===== src/rtl/btn_debounce_edge_if.sv =====
// Pushbutton debouncer bus: raw button in, debounced level and edge pulses out.
// Shared by the debouncer (slave) and whatever drives the button (master).
interface btn_debounce_edge_if;
  logic btn_in;
  logic level;
  logic f_edge;
  logic r_edge;
  logic bouncing;

  modport master (
    output btn_in,
    input  level,
    input  f_edge,
    input  r_edge,
    input  bouncing
  );

  modport slave (
    input  btn_in,
    output level,
    output f_edge,
    output r_edge,
    output bouncing
  );
endinterface


===== src/rtl/btn_debounce_edge.sv =====
// Active-low pushbutton debouncer with registered press/release pulses.
// Define DEBOUNCE_AUTOREPEAT_EN to add auto-repeat press pulses while held.
module btn_debounce_edge #(
  parameter int unsigned STABLE_CYCLES = 50000,
  parameter int unsigned REPEAT_DELAY  = 25000000,
  parameter int unsigned REPEAT_PERIOD = 5000000
) (
  input logic              clk,
  input logic              rst_n,
  btn_debounce_edge_if.slave bus
);

  typedef enum logic [1:0] {
    S_HIGH,
    S_CHK_LOW,
    S_LOW,
    S_CHK_HIGH
  } state_e;

  localparam logic [15:0] CNT_LAST = 16'(STABLE_CYCLES - 1);

  logic        sync1_q;
  logic        sync2_q;
  state_e      state_q, state_d;
  logic [15:0] cnt_q, cnt_d;
  logic        level_q, level_d;
  logic        f_q, f_d;
  logic        r_q, r_d;

`ifdef DEBOUNCE_AUTOREPEAT_EN
  // Reload value assumes REPEAT_PERIOD <= REPEAT_DELAY.
  localparam logic [25:0] RPT_FIRE   = 26'(REPEAT_DELAY - 1);
  localparam logic [25:0] RPT_RELOAD = 26'(REPEAT_DELAY - REPEAT_PERIOD);

  logic [25:0] rpt_q, rpt_d;

  always_ff @(posedge clk) begin
    if (!rst_n) begin
      rpt_q <= '0;
    end else begin
      rpt_q <= rpt_d;
    end
  end
`endif

  always_ff @(posedge clk) begin
    if (!rst_n) begin
      sync1_q <= 1'b1;
      sync2_q <= 1'b1;
      state_q <= S_HIGH;
      cnt_q   <= '0;
      level_q <= 1'b1;
      f_q     <= 1'b0;
      r_q     <= 1'b0;
    end else begin
      sync1_q <= bus.btn_in;
      sync2_q <= sync1_q;
      state_q <= state_d;
      cnt_q   <= cnt_d;
      level_q <= level_d;
      f_q     <= f_d;
      r_q     <= r_d;
    end
  end

  always_comb begin
    state_d = state_q;
    cnt_d   = cnt_q;
    level_d = level_q;
    f_d     = 1'b0;
    r_d     = 1'b0;
`ifdef DEBOUNCE_AUTOREPEAT_EN
    rpt_d   = '0;
`endif
    unique case (state_q)
      S_HIGH: begin
        if (!sync2_q) begin
          state_d = S_CHK_LOW;
          cnt_d   = 16'd1;
        end
      end
      S_CHK_LOW: begin
        if (sync2_q) begin
          state_d = S_HIGH;
          cnt_d   = '0;
        end else if (cnt_q == CNT_LAST) begin
          state_d = S_LOW;
          cnt_d   = '0;
          level_d = 1'b0;
          f_d     = 1'b1;
        end else begin
          cnt_d = cnt_q + 16'd1;
        end
      end
      S_LOW: begin
        if (sync2_q) begin
          state_d = S_CHK_HIGH;
          cnt_d   = 16'd1;
        end else begin
`ifdef DEBOUNCE_AUTOREPEAT_EN
          if (rpt_q == RPT_FIRE) begin
            rpt_d = RPT_RELOAD;
            f_d   = 1'b1;
          end else begin
            rpt_d = rpt_q + 26'd1;
          end
`endif
        end
      end
      S_CHK_HIGH: begin
        if (!sync2_q) begin
          state_d = S_LOW;
          cnt_d   = '0;
        end else if (cnt_q == CNT_LAST) begin
          state_d = S_HIGH;
          cnt_d   = '0;
          level_d = 1'b1;
          r_d     = 1'b1;
        end else begin
          cnt_d = cnt_q + 16'd1;
        end
      end
      default: begin
        state_d = S_HIGH;
        cnt_d   = '0;
        level_d = 1'b1;
      end
    endcase
  end

  assign bus.level    = level_q;
  assign bus.f_edge   = f_q;
  assign bus.r_edge   = r_q;
  assign bus.bouncing = (cnt_q != 16'd0);

endmodule


===== src/flat_wrapper.sv =====
// flat-port wrapper written by rule: the top's interface ports become plain ports
module btn_debounce_edge_flat 
#(
  parameter int unsigned STABLE_CYCLES = 50000,
  parameter int unsigned REPEAT_DELAY  = 25000000,
  parameter int unsigned REPEAT_PERIOD = 5000000
)
  (clk, rst_n, bus_btn_in, bus_level, bus_f_edge, bus_r_edge, bus_bouncing);
  btn_debounce_edge_if bus_i ();
  input logic clk;
  input logic rst_n;
  input wire logic [$bits(bus_i.btn_in)-1:0] bus_btn_in;
  output wire logic [$bits(bus_i.level)-1:0] bus_level;
  output wire logic [$bits(bus_i.f_edge)-1:0] bus_f_edge;
  output wire logic [$bits(bus_i.r_edge)-1:0] bus_r_edge;
  output wire logic [$bits(bus_i.bouncing)-1:0] bus_bouncing;
  assign bus_i.btn_in = bus_btn_in;
  assign bus_level = bus_i.level;
  assign bus_f_edge = bus_i.f_edge;
  assign bus_r_edge = bus_i.r_edge;
  assign bus_bouncing = bus_i.bouncing;
  btn_debounce_edge #(.STABLE_CYCLES(STABLE_CYCLES), .REPEAT_DELAY(REPEAT_DELAY), .REPEAT_PERIOD(REPEAT_PERIOD)) u_core (.clk(clk), .rst_n(rst_n), .bus(bus_i));
endmodule

===== config.mk =====
export PLATFORM = sky130hd
export DESIGN_NAME = btn_debounce_edge_flat
export DESIGN_NICKNAME = d
export VERILOG_FILES = /design/src/rtl/btn_debounce_edge_if.sv /design/src/rtl/btn_debounce_edge.sv /design/src/flat_wrapper.sv
export SDC_FILE = /design/constraint.sdc
export NUM_CORES = 1
export LEC_CHECK = 0
export CAP_MARGIN = 20
export CORE_MARGIN = 1.5
export CORE_UTILIZATION = 36
export CTS_CLUSTER_SIZE = 8
export DETAILED_ROUTE_END_ITERATION = 10
export SYNTH_ARGS = -nofsm -noshare
export SYNTH_HDL_FRONTEND = slang
export SYNTH_SLANG_ARGS = --single-unit

===== constraint.sdc =====
create_clock -name clk -period 2.7 [get_ports clk]
set_clock_uncertainty 0.05 [all_clocks]
set_input_delay 0.54 -clock clk [delete_from_list [all_inputs] [get_ports clk]]
set_output_delay 0.54 -clock clk [all_outputs]
set_load 0.01 [all_outputs]

# [After elaboration in Yosys (flattened, before gate mapping)]
# Cells that the tools add are included.
[op_classes] n_addsub=1 eq_ne=12 muxes=19 bitwise=2 reduce_logical=8
[ops] cell="$mux 16" count=5
[ops] cell="$pmux 16 s4" count=1
[ops] cell="$add 16x1->16 const B" count=1
[ops] cell="$eq 16x16->1 const B" count=1
[ops] cell="$reduce_bool 16->1" count=1
[ops] cell="$mux 2" count=6
[ops] cell="$ne 2x1->1 const B" count=4
[ops] cell="$pmux 2 s4" count=1
[ops] cell="$mux 1" count=5
[ops] cell="$reduce_and 5->1" count=1
[ops] cell="$eq 2x2->1 const B" count=2
[ops] cell="$ne 2x2->1 const B" count=2
[ops] cell="$reduce_and 4->1" count=1
[ops] cell="$ne 3x1->1 const B" count=1
[ops] cell="$ne 3x3->1 const B" count=1
[ops] cell="$reduce_and 3->1" count=1
[ops] cell="$reduce_or 3->1" count=1
[ops] cell="$eq 2x1->1 const B" count=1
[ops] cell="$logic_not 2->1" count=1
[ops] cell="$not 1->1" count=2
[ops] cell="$pmux 1 s2" count=1
[ops] cell="$reduce_and 2->1" count=1
[ops] cell="$reduce_bool 2->1" count=1
[totals] register_bits=23 inputBits=3 output_inout_bits=4 wordCells=49

# [Logic depth before layout (Yosys ltp)]
[depth] depth_word=4 mapped_depth=6 mapped_depth_nobuf=5

# [Worst setup path after synthesis]
# No wires, ideal clock.
[synth_path] path_type="flip-flop to flip-flop" start="register u_core.cnt_q[11]" end="register u_core.cnt_q[1]" setup_time_ns=0.120 arrival_time_ns=1.774 required_time_ns=2.530 path_slack_ns=0.756 path_stages_with_launch=6 n_path_buf=1 period_less_slack_ns=1.944 cell_sequence="dfxtp_1 > or4_4 > or4_4 > buf_6 > a32oi_1 > nor2_1"
[synth_between] elab_chain_len=4 elab_cells_between_ends=5 classes_between="eq/ne (1); mux (4)"
[synth_lines] element="start, declared" line_no="btn_debounce_edge.sv:25" text="logic [15:0] cnt_q, cnt_d;"
[synth_lines] element="start signal, assigned" line_no="btn_debounce_edge.sv:59" text="cnt_q <= cnt_d;"
[synth_lines] element="$eq 16x16->1 (*)" line_no="btn_debounce_edge.sv:86, btn_debounce_edge.sv:114"
[synth_lines] element="$mux 16 (*)" line_no="btn_debounce_edge.sv:86, btn_debounce_edge.sv:114"
[synth_lines] element="$mux 16 (on tied branches)" line_no="btn_debounce_edge.sv:111, btn_debounce_edge.sv:83"
[synth_lines] element="$pmux 16 s4 (*)" line_no="btn_debounce_edge.sv:75" text="unique case (state_q)"
# Every way passes the cells marked *; elsewhere a longest branch is shown, timed or not.
# A chain may end at the register's enable or synchronous reset.

# [Final worst setup path]
[layout_path] start="register u_core.cnt_q[10]" end="output bus_bouncing"
[layout_between] elab_chain_len=1
[layout_lines] element="$reduce_bool 16->1" line_no="btn_debounce_edge.sv:134" text="assign bus.bouncing = (cnt_q != 16'd0);"
[layout_lines] element="end, declared" line_no="flat_wrapper.sv:16" text="output wire logic [$bits(bus_i.bouncing)-1:0] bus_bouncing;"
# No other way between the ends.

==> summary by stage <==
Floorplanning
The core footprint is 3150 µm². The area of the die is 3760 µm². The starting density of the core is 0.388. During I/O placement, the number of pins put on the boundary was 7. The floorplan row count is 20.

In this run the horizontal extent of the chip is between 60 and 70 µm. The die extent in y is 61.3 µm.

Power
The part of the power in the clock network is 0.303. The internal portion of the total power is 0.419 mW. The peak supply drop is 228 µV. Of the total power, the share spent switching nets is 0.244.

The share of power burned in combinational logic is 0.066. In this run the power density over the cells is 415 nW/µm². Summed over all cells, the static leakage comes to 0.443 nW.

In this run the power spent charging and discharging nets is around 0.13 mW. The share of total power dissipated in sequential elements is 0.631.

CTS
The CTS buffer count is 3. The TritonCTS clock tree is done. Clock-pin slew was measured on the worst setup and hold paths at 0.13 ns. In this run the post-CTS setup repair buffer count came out at 0.

The count of hold-fix buffers inserted at cts is 0. The number of gates resized after CTS was 0. The clock root buffer is sky130_fd_sc_hd__clkbuf_4. CTS built an H-tree with a depth of 1. The maximum clock path buffer count is 2. The TritonCTS sink count is 23.

The later pin in the worst-skew pair is clocked with a latency of 0.32 ns.

GRT
The number of global-route vias before repair came to between 900 and 1000. Entering global routing, the biggest net connects 21 pins. The met3 global-route usage is 0.0441. The highest-utilization routing layer at the global route stage is met2.

The global-route wire length before repair is 4.39 mm. The aggregate global-route resource usage is 0.157. The met2 capacity usage during global routing is 0.255. For met1 alone, demand over resource in global routing was 0.206. The number of antenna violations at the first check in global routing is 0.

The total overflow left after global routing is 0.

Yosys
The number of enable-type register cells in the synthesized netlist is 0. The post-synthesis instance total is 146. After synthesis the netlist holds a flip-flop and latch count of 23.

The prevailing post-synth register cell is sky130_fd_sc_hd__dfxtp_1. The count of different cell masters after synthesis is 38. During synthesis, Yosys emitted a total of 0 warnings. Dividing the synthesized area by the synthesized cell count gives 8.38 µm².

The area of the mapped netlist is 1220 µm². Counting every net in the synthesized netlist gives 151. The sequential element share of the synthesized area is 0.376. The share of synthesized registers carrying an async set or reset is 0.

Min path
The launch point of the worst hold path is u_core.sync1_q. The min-delay analysis places its worst path in the category reg -> reg. The path with the worst hold slack has its endpoint at u_core.sync2_q. Counting instances, the worst hold path has a depth of 1.

Critical path
Of all nets on the critical path, the largest fanout is 4. The worst-case reg-to-reg path depth is 5. The worst setup path is of the reg -> out kind. The kind of capture point of the worst setup path is a primary output. The worst register-to-register path ends at u_core.cnt_q[14]. The required time reported for the critical path endpoint is 2.11 ns. STA puts the critical path data arrival time at 1.93 ns. The kind of start point of the critical path is a flop. The flop-to-flop setup slack is 0.55 ns.

The origin of the critical flop-to-flop path is u_core.cnt_q[1].

Detailed routing
Summing over every cut layer, the via total after detailed routing is 1121. The number of iterations in the first detailed-routing pass is 4. The number of design-rule violations left by the first detailed-router iteration is between 60 and 70.

The DRC violation count after routing is 0. The post-route antenna net violation count is 0. After detailed routing, the total wire length is 2.58 mm. After detailed routing, the number of vias per cell comes to 5.78. The average wire length per cell after detail routing is 13.3 µm.

Timing
The final count of hold timing violations came to 0. After layout, the minimum clock period comes to 2.52 ns. The setup violation total in the final timing report is 0. The final max-slew violation count is 0.

The worst relative slew slack is 0.618. The transition time at the pin with the least slew margin is 0.568 ns. The post-route clock period utilization is 0.934.

The highest attainable clock frequency is around 400 MHz. Setup repair after global routing left no endpoint under its margin. The setup TNS is 0 ns.

Final layout
Of the cells placed in the final design, the portion with a size suffix greater than 1 is 0.0667. Relative to the synthesized area, the layout overhead comes to 9.00%. The most frequent standard cell in the layout excluding fill and tap cells is sky130_fd_sc_hd__dfxtp_1. The area of combinational cells with multiple inputs is 687 µm². The total number of nets in the final design is 156. The flip-flop and latch area is 460 µm².

In the layout the commonest cells are 23 x sky130_fd_sc_hd__dfxtp_1, 16 x sky130_fd_sc_hd__a31oi_1, 15 x sky130_fd_sc_hd__nand2_1. The count of filler cells inserted in the layout is 343. The number of antenna diodes in the final layout is 0.

The core utilization of the finished layout is 0.423.

Placement
Routability-driven placement finished with a final weighted congestion of 0.799. The quantity of I/O buffers inserted on ports is 6. The HPWL after detailed placement is 1.90 mm.

Status
The run finished with clean final reports.

Flow run
The tool flagged a number of max-cap violations equal to 0.
==> per-stage QoR <==
step                      setup slack (ns)  power (mW)  instance area (µm²)  cells  hold slack, ns
after floorplan                      0.756       0.377                 1220    146           0.336
after global placement               0.536       0.393                 1300    190           0.361
after detailed placement             0.506       0.394                 1300    190           0.352
after CTS                            0.155       0.560                 1330    194           0.400
after global routing                0.0539       0.580                 1330    194           0.440
final                                0.179       0.554                 1330    194           0.392
==> metal layers <==
metal	vias to the layer above	wire length, µm
li1	573	-
met1	528	1250
met2	18	1210
met3	2	96
met4	0	19
met5	-	0
==> flip-flops by register name, summed over array words and instances, names as in the netlist, named ones only <==
signal	count
u_core.bus.f_edge	1
u_core.sync2_q	1
u_core.state_q	1
u_core.cnt_q	16
u_core.bus.r_edge	1
u_core.sync1_q	1
u_core.bus.level	1
==> synth_stat cells (3+ instances only) <==
| cell type | number | area [µm²] |
|---|---|---|
| sky130_fd_sc_hd__nand3_1 | 12 | 60.1 |
| sky130_fd_sc_hd__a211oi_1 | 3 | 22.5 |
| sky130_fd_sc_hd__nand2_1 | 15 | 56.3 |
| sky130_fd_sc_hd__nor4_1 | 3 | 18.8 |
| sky130_fd_sc_hd__nor3_1 | 6 | 30.0 |
| sky130_fd_sc_hd__buf_2 | 4 | 20.0 |
| sky130_fd_sc_hd__nand4_1 | 7 | 43.8 |
| sky130_fd_sc_hd__nor2_1 | 5 | 18.8 |
| sky130_fd_sc_hd__dfxtp_1 | 23 | 460 |
| sky130_fd_sc_hd__inv_1 | 7 | 26.3 |
| sky130_fd_sc_hd__and3_1 | 5 | 31.3 |
| sky130_fd_sc_hd__nand2b_1 | 3 | 18.8 |
| sky130_fd_sc_hd__a31oi_1 | 16 | 100 |
==> final cells by class <==
| type | count | share of cell area |
|---|---|---|
| multi-input combinational | 108 | 0.515 |
| sequential | 23 | 0.345 |
| timing repair buffer | 8 | 0.0563 |
| tap | 44 | 0.0413 |
| inverter | 7 | 0.0197 |
| clock buffer | 3 | 0.0169 |
| clock inverter | 1 | 0.00563 |
==> worst max-delay path: stages, from the launching register on <==
cell,delay (ns)
sky130_fd_sc_hd__dfxtp_1,0.37
sky130_fd_sc_hd__or4_4,0.57
sky130_fd_sc_hd__nor2_1,0.12
sky130_fd_sc_hd__nand3_1,0.08
sky130_fd_sc_hd__clkdlybuf4s50_1,0.49
==> power groups by stage <==
stage	Combinational, mW	Clock, mW	Sequential, mW
finish	0.0366	0.168	0.349
global route	0.0407	0.188	0.350
CTS	0.0373	0.173	0.349
detailed placement	0.0370	0	0.357
global placement	0.0365	0	0.357
floorplan	0.0197	0	0.357
==> how the worst max path moves through the flow <==
stage	end	slack, ns	from
final	bus_bouncing	0.18	u_core.cnt_q[10]
after floorplan	u_core.cnt_q[1]	0.76	u_core.cnt_q[11]
after global placement	bus_bouncing	0.54	u_core.cnt_q[11]
after global routing	bus_bouncing	0.05	u_core.cnt_q[10]
after CTS	bus_bouncing	0.16	u_core.cnt_q[10]
after detailed placement	u_core.cnt_q[5]	0.51	rst_n
==> cells by family (layout without fill, tap and decap cells) <==
kind of cell	Yosys count	after routing	share of synthesized area
AOI/OAI and AO/OA	32	32	0.175
xor gates and xnor gates	3	3	0.0215
adders and majority gates	2	2	0.0204
and+or+nand+nor	70	70	0.336
buffers and inverters	15	19	0.0624
muxes	1	1	0.00818
DFF	23	23	0.376
(Power assumes the default switching activity.)
